### config.mk
export PLATFORM = sky130hd
export DESIGN_NAME = div64by32_seq
export DESIGN_NICKNAME = d
export VERILOG_FILES = /design/src/rtl/div_pkg.sv /design/src/rtl/div_step.sv /design/src/rtl/div64by32_seq.sv
export SDC_FILE = /design/constraint.sdc
export NUM_CORES = 1
export LEC_CHECK = 0
export CORE_MARGIN = 10
export CORE_UTILIZATION = 46
export CTS_BUF_LIST = sky130_fd_sc_hd__clkbuf_8
export CTS_CLUSTER_DIAMETER = 30
export DETAILED_ROUTE_END_ITERATION = 8
export PLACE_DENSITY = 0.74
export SYNTH_ARGS = -nofsm -noshare
export SYNTH_HDL_FRONTEND = slang
export SYNTH_SLANG_ARGS = --single-unit
### constraint.sdc
create_clock -name CLK -period 6.7 [get_ports CLK]
set_input_delay 0.67 -clock CLK [delete_from_list [all_inputs] [get_ports CLK]]
set_output_delay 0.67 -clock CLK [all_outputs]
set_load 0.005 [all_outputs]
### src/rtl/div_pkg.sv
// -----------------------------------------------------------------------------
// div_pkg
// Shared definitions for the sequential restoring divider div64by32_seq.
//   DIV_WIDTH_DEF : default divisor/quotient/remainder width (dividend is 2x)
//   divState_e    : FSM state encoding IDLE/RUN/DONE (2-bit)
//   cntWidth()    : iteration counter width, clog2(width)+1, so the counter
//                   can hold the full step count WIDTH without wrapping
// -----------------------------------------------------------------------------
package div_pkg;

  localparam int DIV_WIDTH_DEF = 32;

  typedef enum logic [1:0] {
    IDLE = 2'b00,
    RUN  = 2'b01,
    DONE = 2'b10
  } divState_e;

  localparam int DIV_CNT_W_DEF = $clog2(DIV_WIDTH_DEF) + 1;

  function automatic int cntWidth(input int width);
    return $clog2(width) + 1;
  endfunction

endpackage

### src/rtl/div_step.sv
// -----------------------------------------------------------------------------
// div_step
// One combinational restoring-division step. The partial remainder is shifted
// left by one with the quotient register's MSB entering at the bottom; the
// divisor is subtracted on a WIDTH+1-bit datapath and the result is kept only
// if it is non-negative.
// Ports:
//   rem_i     : current partial remainder R (always < divisor)
//   qMsb_i    : MSB of the quotient/dividend shift register, shifted into R
//   divisor_i : latched divisor D
//   rem_o     : next partial remainder
//   qBit_o    : quotient bit produced by this step
// -----------------------------------------------------------------------------
module div_step
  import div_pkg::*;
#(
  parameter int WIDTH = DIV_WIDTH_DEF
) (
  input  logic [WIDTH-1:0] rem_i,
  input  logic             qMsb_i,
  input  logic [WIDTH-1:0] divisor_i,
  output logic [WIDTH-1:0] rem_o,
  output logic             qBit_o
);

  logic [WIDTH:0] shifted;
  logic [WIDTH:0] trial;

  // Because R < D on entry, the shifted value is < 2D, so a non-negative
  // trial difference always fits back into WIDTH bits and the MSB of the
  // WIDTH+1-bit difference is a reliable sign bit.
  always_comb begin
    shifted = {rem_i, qMsb_i};
    trial   = shifted - {1'b0, divisor_i};
    if (!trial[WIDTH]) begin
      rem_o  = trial[WIDTH-1:0];
      qBit_o = 1'b1;
    end else begin
      rem_o  = shifted[WIDTH-1:0];
      qBit_o = 1'b0;
    end
  end

endmodule

### src/rtl/div64by32_seq.sv
// -----------------------------------------------------------------------------
// div64by32_seq
// Sequential restoring unsigned divider: 2*WIDTH-bit dividend divided by a
// WIDTH-bit divisor, one quotient bit per clock. Companion of the mb32_top
// multiplier: dividing its product by one operand recovers the other.
// Optional macro: DIV_BACKCHECK_EN -- when defined, the result is re-multiplied
// on entry to DONE and chk_err flags Q*D+R != dividend. When undefined chk_err
// stays 0 and no dividend copy or multiplier exists. Latency is the same.
// Ports:
//   CLK, RST   : clock, synchronous active-high reset
//   in_valid   : dividend/divisor valid        in_ready  : accepting (IDLE only)
//   dividend   : 2*WIDTH unsigned dividend     divisor   : WIDTH unsigned divisor
//   out_valid  : result valid (DONE)           out_ready : consumer accepts result
//   quotient   : WIDTH quotient                remainder : WIDTH remainder
//   ovf        : divide-by-zero or quotient overflow
//   chk_err    : back-check mismatch (DIV_BACKCHECK_EN builds only)
// -----------------------------------------------------------------------------
module div64by32_seq
  import div_pkg::*;
#(
  parameter int WIDTH = DIV_WIDTH_DEF
) (
  input  logic                 CLK,
  input  logic                 RST,
  input  logic                 in_valid,
  output logic                 in_ready,
  input  logic [2*WIDTH-1:0]   dividend,
  input  logic [WIDTH-1:0]     divisor,
  output logic                 out_valid,
  input  logic                 out_ready,
  output logic [WIDTH-1:0]     quotient,
  output logic [WIDTH-1:0]     remainder,
  output logic                 ovf,
  output logic                 chk_err
);

  localparam int              CntW     = cntWidth(WIDTH);
  localparam logic [CntW-1:0] LastStep = CntW'(WIDTH - 1);

  divState_e        state_q;
  logic [WIDTH-1:0] rem_q;
  logic [WIDTH-1:0] quo_q;
  logic [WIDTH-1:0] divisor_q;
  logic [CntW-1:0]  cnt_q;
  logic             outValid_q;
  logic             ovf_q;
  logic             chkErr_q;

  logic [WIDTH-1:0] rem_d;
  logic [WIDTH-1:0] quo_d;
  logic             qBit;

  // The quotient register doubles as the low half of the dividend: each step
  // shifts its MSB into the remainder and the new quotient bit into its LSB.
  div_step #(
    .WIDTH(WIDTH)
  ) uStep (
    .rem_i     (rem_q),
    .qMsb_i    (quo_q[WIDTH-1]),
    .divisor_i (divisor_q),
    .rem_o     (rem_d),
    .qBit_o    (qBit)
  );

  assign quo_d = {quo_q[WIDTH-2:0], qBit};

`ifdef DIV_BACKCHECK_EN
  logic [2*WIDTH-1:0] dividend_q;
  logic               chkMismatch;

  // Evaluated on the final step's next-state values so the flag is ready in
  // the same cycle out_valid rises. Q*D+R < 2^(2*WIDTH), so no bits are lost.
  assign chkMismatch = ((({{WIDTH{1'b0}}, quo_d} * {{WIDTH{1'b0}}, divisor_q})
                         + {{WIDTH{1'b0}}, rem_d}) != dividend_q);
`endif

  // Control FSM and datapath registers. Overflow (including divide by zero)
  // is detected up front: if the high dividend half is already >= D the
  // quotient cannot fit in WIDTH bits, so the iteration is skipped.
  always_ff @(posedge CLK) begin
    if (RST) begin
      state_q    <= IDLE;
      rem_q      <= '0;
      quo_q      <= '0;
      divisor_q  <= '0;
      cnt_q      <= '0;
      outValid_q <= 1'b0;
      ovf_q      <= 1'b0;
      chkErr_q   <= 1'b0;
`ifdef DIV_BACKCHECK_EN
      dividend_q <= '0;
`endif
    end else begin
      case (state_q)
        IDLE: begin
          if (in_valid) begin
            divisor_q <= divisor;
            cnt_q     <= '0;
            chkErr_q  <= 1'b0;
`ifdef DIV_BACKCHECK_EN
            dividend_q <= dividend;
`endif
            if ((divisor == '0) || (dividend[2*WIDTH-1:WIDTH] >= divisor)) begin
              state_q    <= DONE;
              quo_q      <= '1;
              rem_q      <= '0;
              ovf_q      <= 1'b1;
              outValid_q <= 1'b1;
            end else begin
              state_q <= RUN;
              rem_q   <= dividend[2*WIDTH-1:WIDTH];
              quo_q   <= dividend[WIDTH-1:0];
              ovf_q   <= 1'b0;
            end
          end
        end
        RUN: begin
          rem_q <= rem_d;
          quo_q <= quo_d;
          cnt_q <= cnt_q + CntW'(1);
          if (cnt_q == LastStep) begin
            state_q    <= DONE;
            outValid_q <= 1'b1;
`ifdef DIV_BACKCHECK_EN
            chkErr_q   <= chkMismatch;
`endif
          end
        end
        DONE: begin
          if (out_ready) begin
            state_q    <= IDLE;
            outValid_q <= 1'b0;
            chkErr_q   <= 1'b0;
          end
        end
        default: begin
          state_q    <= IDLE;
          outValid_q <= 1'b0;
          chkErr_q   <= 1'b0;
        end
      endcase
    end
  end

  assign in_ready  = (state_q == IDLE);
  assign out_valid = outValid_q;
  assign quotient  = quo_q;
  assign remainder = rem_q;
  assign ovf       = ovf_q;
  assign chk_err   = chkErr_q;

endmodule

==> results of run 1 <==
## cells by family (layout without fill, tap and decap cells)
logic type	after synthesis	in the layout	synth area share
and+or+nand+nor	387	387	0.242
AOI/OAI and AO/OA	268	268	0.241
buffers and inverters	140	267	0.0752
DFF	106	106	0.289
adders and majority gates	66	66	0.113
xor gates and xnor gates	25	25	0.0298
muxes	7	7	0.00987
other	1	1	0.000510
## worst min-delay path, stage by stage, from the launching register on
cell,delay [ns]
dfxtp_1,0.32
nand2_1,0.05
a21oi_1,0.05
## routing by layer
metal	part of all wire	track usage	vias up	wire [um]
li1	-	-	3805	-
met4	0.023	0.0691	0	541
met2	0.44	0.333	280	10500
met5	0	0	-	0
met3	0.093	0.0766	37	2220
met1	0.45	0.282	3544	10800
## metrics by stage
| step | utilization | cells | hold WS (ns) | total power (W) | instance area [sq um] |
|---|---|---|---|---|---|
| after CTS | 0.588 | 1343 | 0.461 | 0.00325 | 9280 |
| after floorplan | - | 1000 | 0.436 | 0.00223 | 7350 |
| after detailed placement | 0.577 | 1327 | 0.446 | 0.00285 | 9100 |
| after global placement | 0.577 | 1327 | 0.442 | 0.00283 | 9100 |
| after global routing | 0.588 | 1343 | 0.480 | 0.00353 | 9280 |
| final | 0.588 | 1343 | 0.458 | 0.00325 | 9280 |
## sequential cells by signal, summed over array words and instances (netlist names)
register / flops
divisor_q: 32
quotient: 32
remainder: 32
cnt_q: 6
state_q: 2
out_valid: 1
ovf: 1
## layout make-up
class / instances / share of cell area
clock inverters: 7 / 0.00620
inverters: 75 / 0.0303
multi-input cells: 754 / 0.505
clock buffers: 9 / 0.0133
repair buffers: 176 / 0.187
flip-flops and latches: 106 / 0.229
well taps: 216 / 0.0291
## cell usage in the layout, fill, tap and decap left out, types with 7 or more instances in the layout
| cell type | netlist | layout |
|---|---|---|
| clkdlybuf4s50_1 | 0 | 165 |
| nand2_1 | 123 | 123 |
| nor2_1 | 112 | 111 |
| dfxtp_1 | 106 | 106 |
| a21oi_1 | 102 | 102 |
| inv_1 | 75 | 76 |
| ha_1 | 65 | 65 |
| nor3_1 | 39 | 39 |
| nor4_1 | 38 | 38 |
| a211oi_1 | 34 | 34 |
| o21ai_0 | 28 | 28 |
| nand4_1 | 22 | 22 |
| a21o_1 | 18 | 18 |
| a31oi_1 | 17 | 17 |
| nand3_1 | 15 | 15 |
| xnor2_1 | 14 | 14 |
| xor2_1 | 11 | 11 |
| o311a_1 | 11 | 11 |
| buf_4 | 2 | 11 |
| clkbuf_8 | 0 | 9 |
| and3_1 | 8 | 8 |
| a221oi_1 | 7 | 7 |
| o21a_1 | 7 | 7 |
## power breakdown
group	leakage [nW]	total [W]	switching [W]	internal, W
Combinational	2.76	0.00198	0.00113	0.000850
Sequential	0.875	0.000877	0.000121	0.000756
Clock	0.0939	0.000392	0.000251	0.000141
Total	3.72	0.00325	0.00150	0.00175
## worst paths after layout
path / from / to / slack [ns] / depth (start not counted)
worst min-delay path: divisor_q[3]$_SDFFE_PP0P_ / divisor_q[3]$_SDFFE_PP0P_ / 0.46 / 2
worst min register to register: divisor_q[3]$_SDFFE_PP0P_ / divisor_q[3]$_SDFFE_PP0P_ / 0.46 / 2
worst max register to register: quotient[31]$_SDFFE_PP0P_ / remainder[3]$_SDFFE_PP0P_ / 2.25 / 14
worst max-delay path: quotient[31]$_SDFFE_PP0P_ / remainder[3]$_SDFFE_PP0P_ / 2.25 / 14
==> impl_results.md, run 1 <==
* Status: finished clean
* Post-DP HPWL at between 15 and 20 mm
* Fin. Hold Viols at 0
* Leak at about 3.7 nW
* Initial core utilization at 0.466
* Crit path DAT at about 4.8 ns
* Register area at roughly 2100 sq um
* Area Growth Syn to Fin at 26.2%
* Minimum clock period at roughly 4.4 ns
* CTS hold repair buffers at 0
* Sink Count at between 100 and 150
* Synth area leaders: dfxtp_1 (29%), ha_1 (11%), a21oi_1 (6.9%)
* Footprint of the multi-input gates at 4690 sq um
* Share of post-route cells with drive strength above 1 at 0.0408
* DRT antenna net count at 0
* Crit-path slowest cell: and2_1
* DR WL/cell at 17.9 um
* Synth area leader: dfxtp_1
* Row count at 46
* GP Congestion at around 0.91
* Die Ht at roughly 150 um
* Primary FF master, synth: dfxtp_1
* Post-synth net total at roughly 1200
* Drt via density at between 5 and 6
* Post-CTS setup buffer count at 0
* RSZ-0062 raised after global routing: no
* CP required at between 7 and 8 ns
* Syn Area/Cell at between 7 and 8 sq um
* Cell mode on critical path: inv_1
* Synthesized area at 7350 sq um
* Post-synth ARST share at 0
* Layout Nets at roughly 1300
* Initial antenna violation count at 0
* Die width at approximately 150 um
* FF+latch count, synth at ~110
* Final WS setup at about 2.3 ns
* Root Buffer: clkbuf_8
* Clock Latency Late Sink at ~0.40 ns
* Worst Path Buf+Inv at 3
* Worst slew margin at 0.203
* Largest delay share family, worst path: compound AO/OA/AOI/OAI gates
* Clk slew on worst S/H paths at ~0.12 ns
* Die area at between 20000 and 25000 sq um
* Setup violators final at 0
* Vias in the first global route at between 7000 and 8000
* # resized after CTS at 0
* Crit-path max cell delay at approximately 0.98 ns
* WS Path Type: reg -> reg
* Largest fanout on the critical path at 26
* Fmax achieved at between 0.2 and 0.25 GHz
* Port bufs at between 150 and 200
* Clk_skew at approximately 0.016 ns
* Core Region at between 15000 and 20000 sq um
* Fillers at between 1500 and 2000
* CP Capture Type: flop
* Initial DRC count at between 600 and 700
* Pwr dens at approximately 350 nW/um^2
* Number of enable flip-flop cells after synthesis at 0
* Most frequent cells after synthesis: nand2_1 (123), nor2_1 (112), dfxtp_1 (106)
* Slew at the pin closest to its max-slew limit at between 1 and 1.5 ns
* Largest net degree at the start of global routing at 76
* CP startpoint kind: flop
* Pre-Repair DR Iteration Count at 6
* Most frequent cell after synthesis: nand2_1
* Period Utilization, post-route at 0.663
* GRT overflow at 0
* Overall routing resource usage at 0.219
* CTS max path bufs at 2
* Synth warn at 0
* Ant diodes at 0
* CTS tree: done
* Syn Inst Count at 1000
* DR vias at about 7700
* Num CTS Buffers at 9
* Final wirelength at between 20 and 25 mm
* Place WS at 2.09 ns
* Synth cell types at 62
* Ports at 168
* Critical path cell sequence: inv_1 -> ha_1 -> inv_1 -> fa_1 -> a211oi_1 -> o21ai_0 -> o21ai_1 -> a21oi_1 -> nor2_1 -> a311o_1 -> buf_4 -> and2_1 -> mux2_2 -> a211oi_2
* Seq/Total Area, Yosys at 0.289
* Post-synth top area share at 0.289
* VDD IR max at 208 uV
* H-tree depth at 3
* First-pass GRT wire length at about 39 mm
* Max-Cap Viols at 0
* Final TNS setup at 0 ns
* Worst hold path class: reg -> reg
* Final Slew Violations at 0
* Final routed DRC violation total at 0
Power figures use the tool's default switching activity.
==> run 2: changes to the inputs <==
Clock period 6.7 ns to 4.4 ns, I/O delays scaled along.
==> run 2 against run 1 <==
Count of clock-buffer cells in the layout is 1 higher. Critical path depth did not move. Sequential power rose by 53%. Die area is the same. Via count rose by 0.29%. Maximum frequency rose by 19%. Global-route usage shrank 0.15 points. Sequential share of layout area down 0.16 points. Clock skew hardly changed. Clock power is 63% higher. Critical endpoint is now remainder[17]$_SDFFE_PP0P_. Largest power group unchanged.
==> impl_results.md, run 2 (same netlist as run 1, synthesis figures left out) <==
* DRT antenna net count at 0 (unchanged)
* Pwr dens at 539 nW/um^2 (was 350 nW/um^2)
* Port bufs at 166 (unchanged)
* Final TNS setup at 0 ns (unchanged)
* WS Path Type: reg -> reg (unchanged)
* Largest net degree at the start of global routing at 73 (was 76)
* DR WL/cell at 18.0 um (was 17.9 um)
* Fmax achieved at 0.267 GHz (was 0.225 GHz)
* Largest fanout on the critical path at 15 (was 26)
* Die area at 21400 sq um (unchanged)
* VDD IR max at 276 uV (was 208 uV)
* DR vias at 7688 (was 7666)
* Leak at 3.75 nW (was 3.72 nW)
* GRT overflow at 0 (unchanged)
* Max-Cap Viols at 0 (unchanged)
* Clk_skew at 0.0156 ns (was 0.0160 ns)
* PnR Total Power at 0.00504 W (was 0.00325 W)
* Area Growth Syn to Fin at 27.1% (was 26.2%)
* Initial DRC count at 781 (was 652)
* Core Region at 15800 sq um (unchanged)
* CTS max path bufs at 2 (unchanged)
* Worst R2R Start: quotient[31]$_SDFFE_PP0P_ (unchanged)
* Ant diodes at 0 (unchanged)
* CTS hold repair buffers at 0 (unchanged)
* Worst hold margin at 0.463 ns (was 0.458 ns)
* Reg-to-Reg End: remainder[17]$_SDFFE_PP0P_ (was remainder[3]$_SDFFE_PP0P_)
* Fillers at 1511 (was 1555)
* First-pass GRT wire length at 38.9 mm (was 39.0 mm)
* Root Buffer: clkbuf_8 (unchanged)
* Slew at the pin closest to its max-slew limit at 0.813 ns (was 1.20 ns)
* Post-DP HPWL at 18.0 mm (was 17.7 mm)
* Final routed DRC violation total at 0 (unchanged)
* Commonest cells after routing, fill and taps aside: clkdlybuf4s50_1 (165), nand2_1 (123), nor2_1 (111), dfxtp_1 (106), a21oi_1 (102) (unchanged)
* Dpl cell area at 9140 sq um (was 9100 sq um)
* Final wirelength at 24.2 mm (was 24.0 mm)
* RSZ-0062 raised after global routing: no (unchanged)
* Layout Nets at 1292 (was 1288)
* Worst Hold Depth at 2 (unchanged)
* Worst hold path class: reg -> reg (unchanged)
* Critical Path Start: quotient[31]$_SDFFE_PP0P_ (unchanged)
* Row count at 46 (unchanged)
* H-tree depth at 3 (unchanged)
* CP required at 4.71 ns (was 7.03 ns)
* Die Ht at 146 um (unchanged)
* Design area at 9340 sq um (was 9280 sq um)
* Minimum clock period at 3.75 ns (was 4.45 ns)
* Period Utilization, post-route at 0.852 (was 0.663)
* Pre-Repair DR Iteration Count at 5 (was 6)
* CP startpoint kind: flop (unchanged)
* GP Congestion at 0.955 (was 0.911)
* Flop2flop setup slack at 0.65 ns (was 2.25 ns)
* Vias in the first global route at 7350 (was 7395)
* Sink Count at 106 (unchanged)
* Final Slew Violations at 0 (unchanged)
* Reg2reg path depth at 14 (unchanged)
* Initial core utilization at 0.466 (unchanged)
* Clock Latency Late Sink at 0.40 ns (about the same)
* Num CTS Buffers at 9 (unchanged)
* Fin. Hold Viols at 0 (unchanged)
* CTS tree: done (unchanged)
* Hold path start: divisor_q[18]$_SDFFE_PP0P_ (was divisor_q[3]$_SDFFE_PP0P_)
* Overall routing resource usage at 0.217 (was 0.219)
* Post-CTS setup buffer count at 0 (unchanged)
* Ports at 168 (unchanged)
* Die width at 146 um (unchanged)
* Worst slew margin at 0.458 (was 0.203)
* Non-filler cells, final at 1347 (was 1343)
* Commonest non-fill, non-tap cell in the layout: clkdlybuf4s50_1 (unchanged)
* Initial antenna violation count at 0 (unchanged)
* # resized after CTS at 0 (unchanged)
* Worst Hold Path EP: divisor_q[18]$_SDFFE_PP0P_ (was divisor_q[3]$_SDFFE_PP0P_)
* Share of post-route cells with drive strength above 1 at 0.0451 (was 0.0408)
* Setup violators final at 0 (unchanged)
* Crit path DAT at 4.05 ns (was 4.78 ns)
* CP Capture Type: flop (unchanged)
* Status: finished clean (unchanged)
* Placed cell count at 1331 (was 1327)
* Drt via density at 5.71 (about the same)
* Clk slew on worst S/H paths at 0.11 ns (was 0.12 ns)
-- run 2: cell types whose count changed in the layout (fill, tap and decap cells not counted) --
cell      before  now
inv_1         76   75
inv_6          3    0
clkinv_8       0    1
clkbuf_8       9   10
buf_4         11   14
inv_8          1    3
buf_12         0    1
-- run 2: through the flow --
| stage | setup slack [ns] | utilization |
|---|---|---|
| 2_1_floorplan | 1.24 | - |
| 3_3_place_gp | 0.820 | 0.580 |
| 3_5_place_dp | 0.724 | 0.580 |
| 4_1_cts | 0.658 | 0.593 |
| 5_1_grt | 0.353 | 0.593 |
| 6_report | 0.652 | 0.593 |
-- run 2: final cells by class --
type,instances,area [sq um],area share
Inverter,75,282,0.0301
Multi-Input combinational cell,754,4690,0.502
Clock inverter,6,66.3,0.00710
Tap cell,216,270,0.0289
Clock buffer,10,138,0.0147
Sequential cell,106,2120,0.227
Timing Repair Buffer,180,1780,0.190
-- run 2: report_power, final --
part	leakage, nW	internal [W]	total (W)	switching (W)
clock network	0.101	0.000240	0.000638	0.000398
logic	2.78	0.00133	0.00306	0.00173
registers	0.875	0.00115	0.00134	0.000188
total	3.75	0.00272	0.00504	0.00232
-- run 2: worst max-delay path: stages (launching register included) --
cell and delay (ns):
dfxtp_1 0.34, inv_1 0.07, ha_1 0.16, inv_1 0.05, fa_1 0.42, a211oi_1 0.21, o21ai_0 0.19, o21ai_1 0.33
a21oi_1 0.15, nor3b_1 0.34, o211ai_1 0.14, and2_1 0.41, buf_4 0.28, o311a_1 0.32, a211oi_1 0.23
-- run 2: how the worst max path moves through the flow --
| stage | cells after the start | to | slack (ns) |
|---|---|---|---|
| floorplan | 14 | remainder[31]$_SDFFE_PP0P_ | 1.24 |
| global placement | 12 | quotient[0]$_SDFFE_PP0P_ | 0.82 |
| detailed placement | 14 | remainder[18]$_SDFFE_PP0P_ | 0.72 |
| CTS | 14 | remainder[17]$_SDFFE_PP0P_ | 0.66 |
| global route | 14 | remainder[12]$_SDFFE_PP0P_ | 0.35 |
| finish | 14 | remainder[17]$_SDFFE_PP0P_ | 0.65 |
-- run 2: layer usage --
layer	GRT usage	part of all wire	up-vias
met2	0.333	0.44	247
met4	0.0641	0.023	0
li1	-	-	3822
met1	0.281	0.46	3589
met5	0	0	-
met3	0.0766	0.083	30
